**config.mk**
```make
export PLATFORM = sky130hd
export DESIGN_NAME = multicycle_ctrl
export DESIGN_NICKNAME = d
export VERILOG_FILES = /design/src/rtl/rv_ctrl_pkg.sv /design/src/rtl/mem_wait_timer.sv /design/src/rtl/multicycle_ctrl.sv
export SDC_FILE = /design/constraint.sdc
export NUM_CORES = 1
export LEC_CHECK = 0
export BUFFER_PORTS_ARGS = -buffer_cell sky130_fd_sc_hd__buf_2
export CAP_MARGIN = 20
export CORE_UTILIZATION = 40
export DETAILED_ROUTE_END_ITERATION = 8
export GPL_ROUTABILITY_DRIVEN = 0
export PLACE_DENSITY = 0.73
export SLEW_MARGIN = 20
export SYNTH_ARGS = -nofsm -noshare
export SYNTH_HDL_FRONTEND = slang
export SYNTH_SLANG_ARGS = --single-unit
```
**constraint.sdc**
```tcl
create_clock -name clk -period 2.4 [get_ports clk]
set_clock_uncertainty 0.15 [all_clocks]
set_input_delay 0.6 -clock clk [delete_from_list [all_inputs] [get_ports clk]]
set_output_delay 0.6 -clock clk [all_outputs]
set_load 0.01 [all_outputs]
```
**src/rtl/rv_ctrl_pkg.sv**
```systemverilog
// Shared encodings for the RV32I multi-cycle control path:
// opcodes, FSM states and datapath mux selects.
package rv_ctrl_pkg;

    localparam logic [6:0] OPC_LUI    = 7'b0110111;
    localparam logic [6:0] OPC_AUIPC  = 7'b0010111;
    localparam logic [6:0] OPC_JAL    = 7'b1101111;
    localparam logic [6:0] OPC_JALR   = 7'b1100111;
    localparam logic [6:0] OPC_BRANCH = 7'b1100011;
    localparam logic [6:0] OPC_LOAD   = 7'b0000011;
    localparam logic [6:0] OPC_STORE  = 7'b0100011;
    localparam logic [6:0] OPC_OP_IMM = 7'b0010011;
    localparam logic [6:0] OPC_OP     = 7'b0110011;
    localparam logic [6:0] OPC_FENCE  = 7'b0001111;

    typedef enum logic [2:0] {
        ST_FETCH  = 3'd0,
        ST_DECODE = 3'd1,
        ST_EXEC   = 3'd2,
        ST_MEM    = 3'd3,
        ST_WB     = 3'd4,
        ST_TRAP   = 3'd7
    } state_t;

    localparam logic [1:0] PC_PLUS4  = 2'd0;
    localparam logic [1:0] PC_BRANCH = 2'd1;
    localparam logic [1:0] PC_JALR   = 2'd2;

    localparam logic [1:0] WB_ALU  = 2'd0;
    localparam logic [1:0] WB_LOAD = 2'd1;
    localparam logic [1:0] WB_PC4  = 2'd2;

    localparam logic [1:0] SRC_A_RS1  = 2'd0;
    localparam logic [1:0] SRC_A_PC   = 2'd1;
    localparam logic [1:0] SRC_A_ZERO = 2'd2;

    localparam logic [1:0] ALU_ADD = 2'd0;
    localparam logic [1:0] ALU_BR  = 2'd1;
    localparam logic [1:0] ALU_R   = 2'd2;
    localparam logic [1:0] ALU_I   = 2'd3;

    function automatic logic opc_supported(input logic [6:0] opc);
        return opc inside {OPC_LUI, OPC_AUIPC, OPC_JAL, OPC_JALR,
                           OPC_BRANCH, OPC_LOAD, OPC_STORE,
                           OPC_OP_IMM, OPC_OP, OPC_FENCE};
    endfunction

endpackage

```
**src/rtl/mem_wait_timer.sv**
```systemverilog
// Saturating wait counter for memory handshakes; flags the
// last permitted wait cycle so the FSM can trap.
module mem_wait_timer #(
    parameter int unsigned MEM_TIMEOUT = 255,
    parameter int unsigned TMR_W       = 8
) (
    input  logic clk,
    input  logic rst_n,
    input  logic clear,
    input  logic inc,
    output logic timeout
);

    localparam int unsigned LIM = (MEM_TIMEOUT == 0) ? 0 : MEM_TIMEOUT - 1;
    localparam logic [TMR_W-1:0] LIMIT = TMR_W'(LIM);

    logic [TMR_W-1:0] cnt_q;
    logic [TMR_W-1:0] cnt_d;

    always_comb begin
        cnt_d = cnt_q;
        if (clear) begin
            cnt_d = '0;
        end else if (inc && (cnt_q != '1)) begin
            cnt_d = cnt_q + 1'b1;
        end
    end

    always_ff @(posedge clk or negedge rst_n) begin
        if (!rst_n) begin
            cnt_q <= '0;
        end else begin
            cnt_q <= cnt_d;
        end
    end

    assign timeout = (MEM_TIMEOUT != 0) && (cnt_q == LIMIT);

endmodule

```
**src/rtl/multicycle_ctrl.sv**
```systemverilog
// Multi-cycle RV32I control FSM: sequences FETCH/DECODE/EXEC/MEM/WB
// and drives the shared datapath strobes.
module multicycle_ctrl
    import rv_ctrl_pkg::*;
#(
    parameter int unsigned MEM_TIMEOUT = 255,
    parameter int unsigned TMR_W       = 8
) (
    input  logic        clk,
    input  logic        rst_n,
    input  logic [31:0] instr,
    input  logic        branch_taken,
    input  logic        imem_ready,
    input  logic        dmem_ready,
    output logic        imem_req,
    output logic        dmem_req,
    output logic        dmem_we,
    output logic        ir_we,
    output logic        pc_we,
    output logic [1:0]  pc_sel,
    output logic [1:0]  alu_src_a,
    output logic        alu_src_b,
    output logic [1:0]  alu_op,
    output logic        reg_we,
    output logic [1:0]  wb_sel,
    output logic        retired,
    output logic        illegal,
    output logic        mem_err,
    output logic [2:0]  state
);

    state_t state_q, state_d;
    logic   illegal_q, illegal_d;
    logic   mem_err_q, mem_err_d;
    logic   tmo;
    logic   tmr_inc;
    logic   unused_instr;
    logic [6:0] opc;
    logic [1:0] dec_a;
    logic       dec_b;
    logic [1:0] dec_op;

    assign opc          = instr[6:0];
    assign unused_instr = ^instr[31:7];

    assign tmr_inc = ((state_q == ST_FETCH) && !imem_ready) ||
                     ((state_q == ST_MEM) && !dmem_ready);

    mem_wait_timer #(
        .MEM_TIMEOUT(MEM_TIMEOUT),
        .TMR_W      (TMR_W)
    ) u_timer (
        .clk    (clk),
        .rst_n  (rst_n),
        .clear  (state_d != state_q),
        .inc    (tmr_inc),
        .timeout(tmo)
    );

    always_comb begin
        dec_a  = SRC_A_RS1;
        dec_b  = 1'b0;
        dec_op = ALU_ADD;
        unique case (1'b1)
            opc == OPC_OP:     dec_op = ALU_R;
            opc == OPC_OP_IMM: begin dec_b = 1'b1; dec_op = ALU_I; end
            opc == OPC_LUI:    begin dec_a = SRC_A_ZERO; dec_b = 1'b1; end
            opc == OPC_AUIPC:  begin dec_a = SRC_A_PC; dec_b = 1'b1; end
            opc == OPC_LOAD,
            opc == OPC_STORE,
            opc == OPC_JALR:   dec_b = 1'b1;
            opc == OPC_BRANCH: dec_op = ALU_BR;
            default: ;
        endcase
    end

    always_comb begin
        state_d   = state_q;
        illegal_d = illegal_q;
        mem_err_d = mem_err_q;
        imem_req  = 1'b0;
        dmem_req  = 1'b0;
        dmem_we   = 1'b0;
        ir_we     = 1'b0;
        pc_we     = 1'b0;
        pc_sel    = PC_PLUS4;
        alu_src_a = SRC_A_RS1;
        alu_src_b = 1'b0;
        alu_op    = ALU_ADD;
        reg_we    = 1'b0;
        wb_sel    = WB_ALU;
        retired   = 1'b0;

        // ALU selects stay stable from EXEC until the instruction retires
        if (state_q inside {ST_EXEC, ST_MEM, ST_WB}) begin
            alu_src_a = dec_a;
            alu_src_b = dec_b;
            alu_op    = dec_op;
        end

        unique case (state_q)
            ST_FETCH: begin
                imem_req = 1'b1;
                if (imem_ready) begin
                    ir_we   = 1'b1;
                    state_d = ST_DECODE;
                end else if (tmo) begin
                    mem_err_d = 1'b1;
                    state_d   = ST_TRAP;
                end
            end
            ST_DECODE: begin
                if (opc_supported(opc)) begin
                    state_d = ST_EXEC;
                end else begin
                    illegal_d = 1'b1;
                    state_d   = ST_TRAP;
                end
            end
            ST_EXEC: begin
                unique case (1'b1)
                    opc == OPC_BRANCH: begin
                        pc_we   = 1'b1;
                        pc_sel  = branch_taken ? PC_BRANCH : PC_PLUS4;
                        retired = 1'b1;
                        state_d = ST_FETCH;
                    end
                    opc == OPC_JAL,
                    opc == OPC_JALR: begin
                        pc_we   = 1'b1;
                        pc_sel  = (opc == OPC_JAL) ? PC_BRANCH : PC_JALR;
                        reg_we  = 1'b1;
                        wb_sel  = WB_PC4;
                        retired = 1'b1;
                        state_d = ST_FETCH;
                    end
                    opc == OPC_FENCE: begin
                        pc_we   = 1'b1;
                        retired = 1'b1;
                        state_d = ST_FETCH;
                    end
                    opc == OPC_LOAD,
                    opc == OPC_STORE: state_d = ST_MEM;
                    default:          state_d = ST_WB;
                endcase
            end
            ST_MEM: begin
                dmem_req = 1'b1;
                dmem_we  = (opc == OPC_STORE);
                if (dmem_ready) begin
                    if (opc == OPC_STORE) begin
                        pc_we   = 1'b1;
                        retired = 1'b1;
                        state_d = ST_FETCH;
                    end else begin
                        state_d = ST_WB;
                    end
                end else if (tmo) begin
                    mem_err_d = 1'b1;
                    state_d   = ST_TRAP;
                end
            end
            ST_WB: begin
                reg_we  = 1'b1;
                wb_sel  = (opc == OPC_LOAD) ? WB_LOAD : WB_ALU;
                pc_we   = 1'b1;
                retired = 1'b1;
                state_d = ST_FETCH;
            end
            ST_TRAP: ;
            default: state_d = ST_TRAP;
        endcase

        // Reset silences every strobe at once, even mid-handshake
        if (!rst_n) begin
            imem_req  = 1'b0;
            dmem_req  = 1'b0;
            dmem_we   = 1'b0;
            ir_we     = 1'b0;
            pc_we     = 1'b0;
            pc_sel    = PC_PLUS4;
            alu_src_a = SRC_A_RS1;
            alu_src_b = 1'b0;
            alu_op    = ALU_ADD;
            reg_we    = 1'b0;
            wb_sel    = WB_ALU;
            retired   = 1'b0;
        end
    end

    always_ff @(posedge clk or negedge rst_n) begin
        if (!rst_n) begin
            state_q   <= ST_FETCH;
            illegal_q <= 1'b0;
            mem_err_q <= 1'b0;
        end else begin
            state_q   <= state_d;
            illegal_q <= illegal_d;
            mem_err_q <= mem_err_d;
        end
    end

    assign illegal = illegal_q;
    assign mem_err = mem_err_q;
    assign state   = state_q;

endmodule

```
# [Word level (Yosys, flattened, before mapping)]
# Cells that the tools add are included.
[classes] eq_ne=20 mux=48 n_bitwise=1 reduce_logical=17 n_addsub=1
[ops] operator="2-to-1 mux 1 bit" n=23
[ops] operator="equality test 7 x 6 -> 1 bit, second input constant" n=3
[ops] operator="equality test 7 bit, second input constant" n=3
[ops] operator="2-to-1 mux 2 bit" n=9
[ops] operator="one-hot mux 3 bit (6 select lines)" n=1
[ops] operator="2-to-1 mux 8 bit" n=2
[ops] operator="2-to-1 mux 3 bit" n=5
[ops] operator="equality test 7 x 5 -> 1 bit, second input constant" n=2
[ops] operator="one-hot mux 2 bit (2 select lines)" n=3
[ops] operator="nonzero test 10 bit" n=1
[ops] operator="adder 8 x 1 -> 8 bit, second input constant" n=1
[ops] operator="equality test 8 bit, second input constant" n=1
[ops] operator="inequality test 8 bit, second input constant" n=1
[ops] operator="equality test 7 x 2 -> 1 bit, second input constant" n=1
[ops] operator="equality test 7 x 4 -> 1 bit, second input constant" n=1
[ops] operator="equality test 3 x 2 -> 1 bit, second input constant" n=2
[ops] operator="equality test 3 bit, second input constant" n=2
[ops] operator="one-hot mux 2 bit (3 select lines)" n=1
[ops] operator="one-hot mux 3 bit (2 select lines)" n=1
[ops] operator="OR reduction 6 bit" n=1
[ops] operator="inequality test 2 bit, second input constant" n=2
[ops] operator="one-hot mux 1 bit (2 select lines)" n=2
[ops] operator="nonzero test 2 bit" n=2
[ops] operator="OR reduction 2 bit" n=2
[ops] operator="other kinds (12)" n=15
[totals] inputBits=37 out_inout_bits=21 word_cells=91 register_bits=13

# [Logic depth before layout (Yosys ltp)]
[logic_depth] ltp_word=6 mapped_depth=6 mapped_depth_nobuf=6

# [Hierarchy]
# A second synthesis with hierarchy kept.
[unflattened] hier_cells=140 area_unflattened_um2=1122.3
[by_module_without_submodules] mod="multicycle_ctrl" n_inst=1 cells_each=87 area_per_inst_um2=626.9 seq_area_each_um2=125.1
[by_module_without_submodules] mod="mem_wait_timer" n_inst=1 cells_each=53 area_per_inst_um2=495.5 seq_area_each_um2=200.2

# [Least setup slack after synthesis]
# Ideal clock, no wire load.
[synth_timing] path_kind="input to output" start="in instr[3]" end="out retired" arrival_time_ns=1.973 slack_ns=-0.323 path_buffers=2 stages=6 t_required_ns=1.650 path_cell_list="clkbuf_1 -> or4_1 -> nor2_2 -> nand2_1 -> o32ai_1 -> buf_4"
[synth_via] elab_chain_cells=5 elab_cells_between_ends=11 classes_between="eq/ne: 5; mux: 5; reduce/logical: 1"
[synth_rtl] item="start, declared" line="multicycle_ctrl.sv:11" text="input logic [31:0] instr,"
[synth_rtl] item="equality test 7 bit, or another cell as far along" line="multicycle_ctrl.sv:129" text="opc == OPC_JALR: begin"
[synth_rtl] item="OR reduction 4 bit (no line) / 2-to-1 mux 1 bit (equally long branches)"
[synth_rtl] item="2-to-1 mux 1 bit (on tied branches)"
[synth_rtl] item="one-hot mux 1 bit (3 select lines) *"
[synth_rtl] item="2-to-1 mux 1 bit *"
[synth_rtl] item="end, declared" line="multicycle_ctrl.sv:26" text="output logic retired,"
# Every way passes the cells marked *; elsewhere a longest branch is shown, timed or not.

# [Worst setup path after layout]
[layout_timing] start="in instr[2]" end="out pc_we"
[layout_via] elab_chain_cells=5 elab_cells_between_ends=11 classes_between="eq/ne: 5; mux: 5; reduce/logical: 1"
[layout_rtl] item="equality test 7 bit, or another cell as far along" line="multicycle_ctrl.sv:129"
[layout_rtl] item="OR reduction 4 bit (no line) / 2-to-1 mux 1 bit (equally long branches)"
[layout_rtl] item="2-to-1 mux 1 bit (on tied branches)" line="multicycle_ctrl.sv:121, multicycle_ctrl.sv:150"
[layout_rtl] item="one-hot mux 1 bit (3 select lines) *" line="multicycle_ctrl.sv:101" text="unique case (state_q)"
[layout_rtl] item="2-to-1 mux 1 bit *" line="multicycle_ctrl.sv:175" text="if (!rst_n) begin"
[layout_rtl] item="end, declared" line="multicycle_ctrl.sv:19" text="output logic pc_we,"
# Marked as above.

==> metrics.txt <==
result of the run=complete, but fails checks; failing checks=negative setup slack; io pins=58; Max Cap Violations=0; final hold violation count=0; Yosys top cell area share=29.71%; worst setup margin=-71.89 ps; row count=18; Hold WC Path Type=in -> async; Final Non-Filler Cells=222; ANT cells=0; clk slew on worst S/H paths=80 ps; drt total wl=3167 um; Peak VDD IR=0.0004735 V; commonest non-fill, non-tap cell in the layout=buf_2; GRT Overall Usage=22.23%; sequential fraction of the synthesis area=29.71%; crit path DAT=1720 ps; antenna violations before repair=0; Worst EP required=1650 ps; mean routed wirelength per cell=14.27 um; crit-path leading delay family=simple AND/OR/NAND/NOR gates; most frequent cells in the layout=buf_2, buf_4, nor2_1; largest net degree at the start of global routing=12; placed insts=212; Seq cells post-synth=13; total power=866.1 uW; vias in the first global route=1071; first-pass GRT wire length=4761 um; fin util=63.00%; DRT antenna net count=0; DRC Markers=0; Clock Sink Count=13; FMAX=0.4045 GHz; Synth area leader=dfrtp_1; CP max stage cell=or4_4; max-slew violations=0; buffer depth of the longest clock path=2; depth of the CTS H-tree=1; clock latency on the worst-skew pair=280 ps; CTS buffer count=3; final net count=232; Worst Path Class, Setup=in -> out; Worst Path Buf+Inv=2; min Tclk post-route=2472 ps; setup TNS=-202.3 ps; P&R area growth vs syn=45.14%; Syn Inst Count=141; dominant synthesized flop cell=dfrtp_1; die area=2950 um^2; RSZ-0062 raised after global routing=true; DRT iter0 DRCs=33; TritonCTS clock tree=done; First-pass DRT Iterations=4; r2r worst-path depth=5; Area after DPL=1408 um^2; core area=2522 um^2; total grt overflow=0; CTS Hold Bufs=0; Final Cycle Share=103.0%; worst-path maximum fanout=2; Ys Warns=0; post-synthesis cell area=1095 um^2; Netlist cell types=48; syn_nets=180; layout cells sized above 1=44.79%; Slew @ Worst Pin=375.8 ps; Port Buf Inserts=32; P per Cell Area=545.0 nW/um^2; Initial Util=43.40%; final setup violation count=4; Finished Cell Area=1589 um^2; hold_ws=151.1 ps; pre-CTS WS=-133.2 ps; Post-synth ARST share=100.0%; Critical Path End Type=output port; Leakage=0.7083 nW; crit-path cells=buf_6 > or4_4 > nor2_4 > nand2_2 > o32ai_4 > buf_2; drt via density=5.626; Largest stage delay, worst path=550 ps; die height=54.32 um; Die X=54.32 um; Avg Inst Size Synth=7.765 um^2; Detailed Place HPWL=2286 um; clk root buf=clkbuf_4; EDFF count, synth=0; largest cells by area after synthesis=dfrtp_1, nor2_1, nor3_1, nand2_1, a21oi_1; via count=1249; crit path launch type=input port; WP depth=6; Worst slew margin=74.85%
## cell type report
type	instances	area, um^2
inverter	6	22.52
multi-input combinational	115	834.6
fill	219	933.4
sequential	13	329.1
clock buffer	4	26.28
tap	30	37.54
timing repair buffer	54	339.1
## registers in the layout, indices dropped and copies added, names as in the netlist
signal / flops
mem_err: 1
state: 3
illegal: 1
u_timer.cnt_q: 8
## worst reg2reg max path: stages, from the launching register on
cell     delay, ps
dfrtp_2        470
buf_4          190
nor4_4         370
o22ai_2        210
or3_1          370
a21oi_1        140
## final timing paths
path,start,to,slack [ps]
max,instr[2],pc_we,-70
min in group clk,illegal$_DFFE_PN0P_,illegal$_DFFE_PN0P_,320
max reg2reg,state[0]$_DFF_PN0_,u_timer.cnt_q[3]$_DFFE_PN0P_,420
min,rst_n,state[0]$_DFF_PN0_,150
min reg2reg,illegal$_DFFE_PN0P_,illegal$_DFFE_PN0P_,320
max in group asynchronous,rst_n,state[2]$_DFF_PN0_,1780
## synthesized netlist by cell type, types with 2 or more instances
cell type / instances
o21ai_0: 6
nor3_1: 9
dfrtp_1: 13
a2bb2oi_1: 3
or4_1: 2
clkbuf_1: 4
nand2_1: 12
nand4_1: 3
or3_1: 3
a21oi_1: 7
and3_1: 3
or2_2: 2
o22a_1: 2
nor4_1: 3
inv_1: 6
nor2_1: 15
nand3_1: 6
nor2b_1: 5
a211oi_1: 2
ha_1: 2
o31ai_1: 2
nand2b_1: 4
buf_4: 2
## where the power goes
| group | switching (mW) | internal (mW) |
|---|---|---|
| combinational | 0.238 | 0.188 |
| clock | 0.0735 | 0.0646 |
| sequential | 0.0474 | 0.255 |
## layer usage
metal	vias to the layer above	track usage, %	part of all wire [%]
li1	628	-	-
met1	582	27.84	45
met2	35	38.41	50
met3	4	5.000	4.4
met4	0	5.128	0.98
met5	-	0	0
## kinds of logic (layout without fill, tap and decap cells)
kind of cell / count (synthesis) / in the layout / synth area share [%]
buffers and inverters: 13 / 64 / 5.256
XOR/XNOR: 1 / 1 / 0.8001
flip-flops: 13 / 13 / 29.71
AND/OR/NAND/NOR: 77 / 77 / 39.31
AO/OA/AOI/OAI: 35 / 35 / 22.63
adder cells (fa/ha/maj): 2 / 2 / 2.285
## timing repair
item | in CTS | in global routing
setup endpoints to repair | 13 | 15
setup buffers | 0 | 6
gates resized for setup | 12 | 13
pin swaps | 4 | 3
Power figures use the tool's default switching activity.
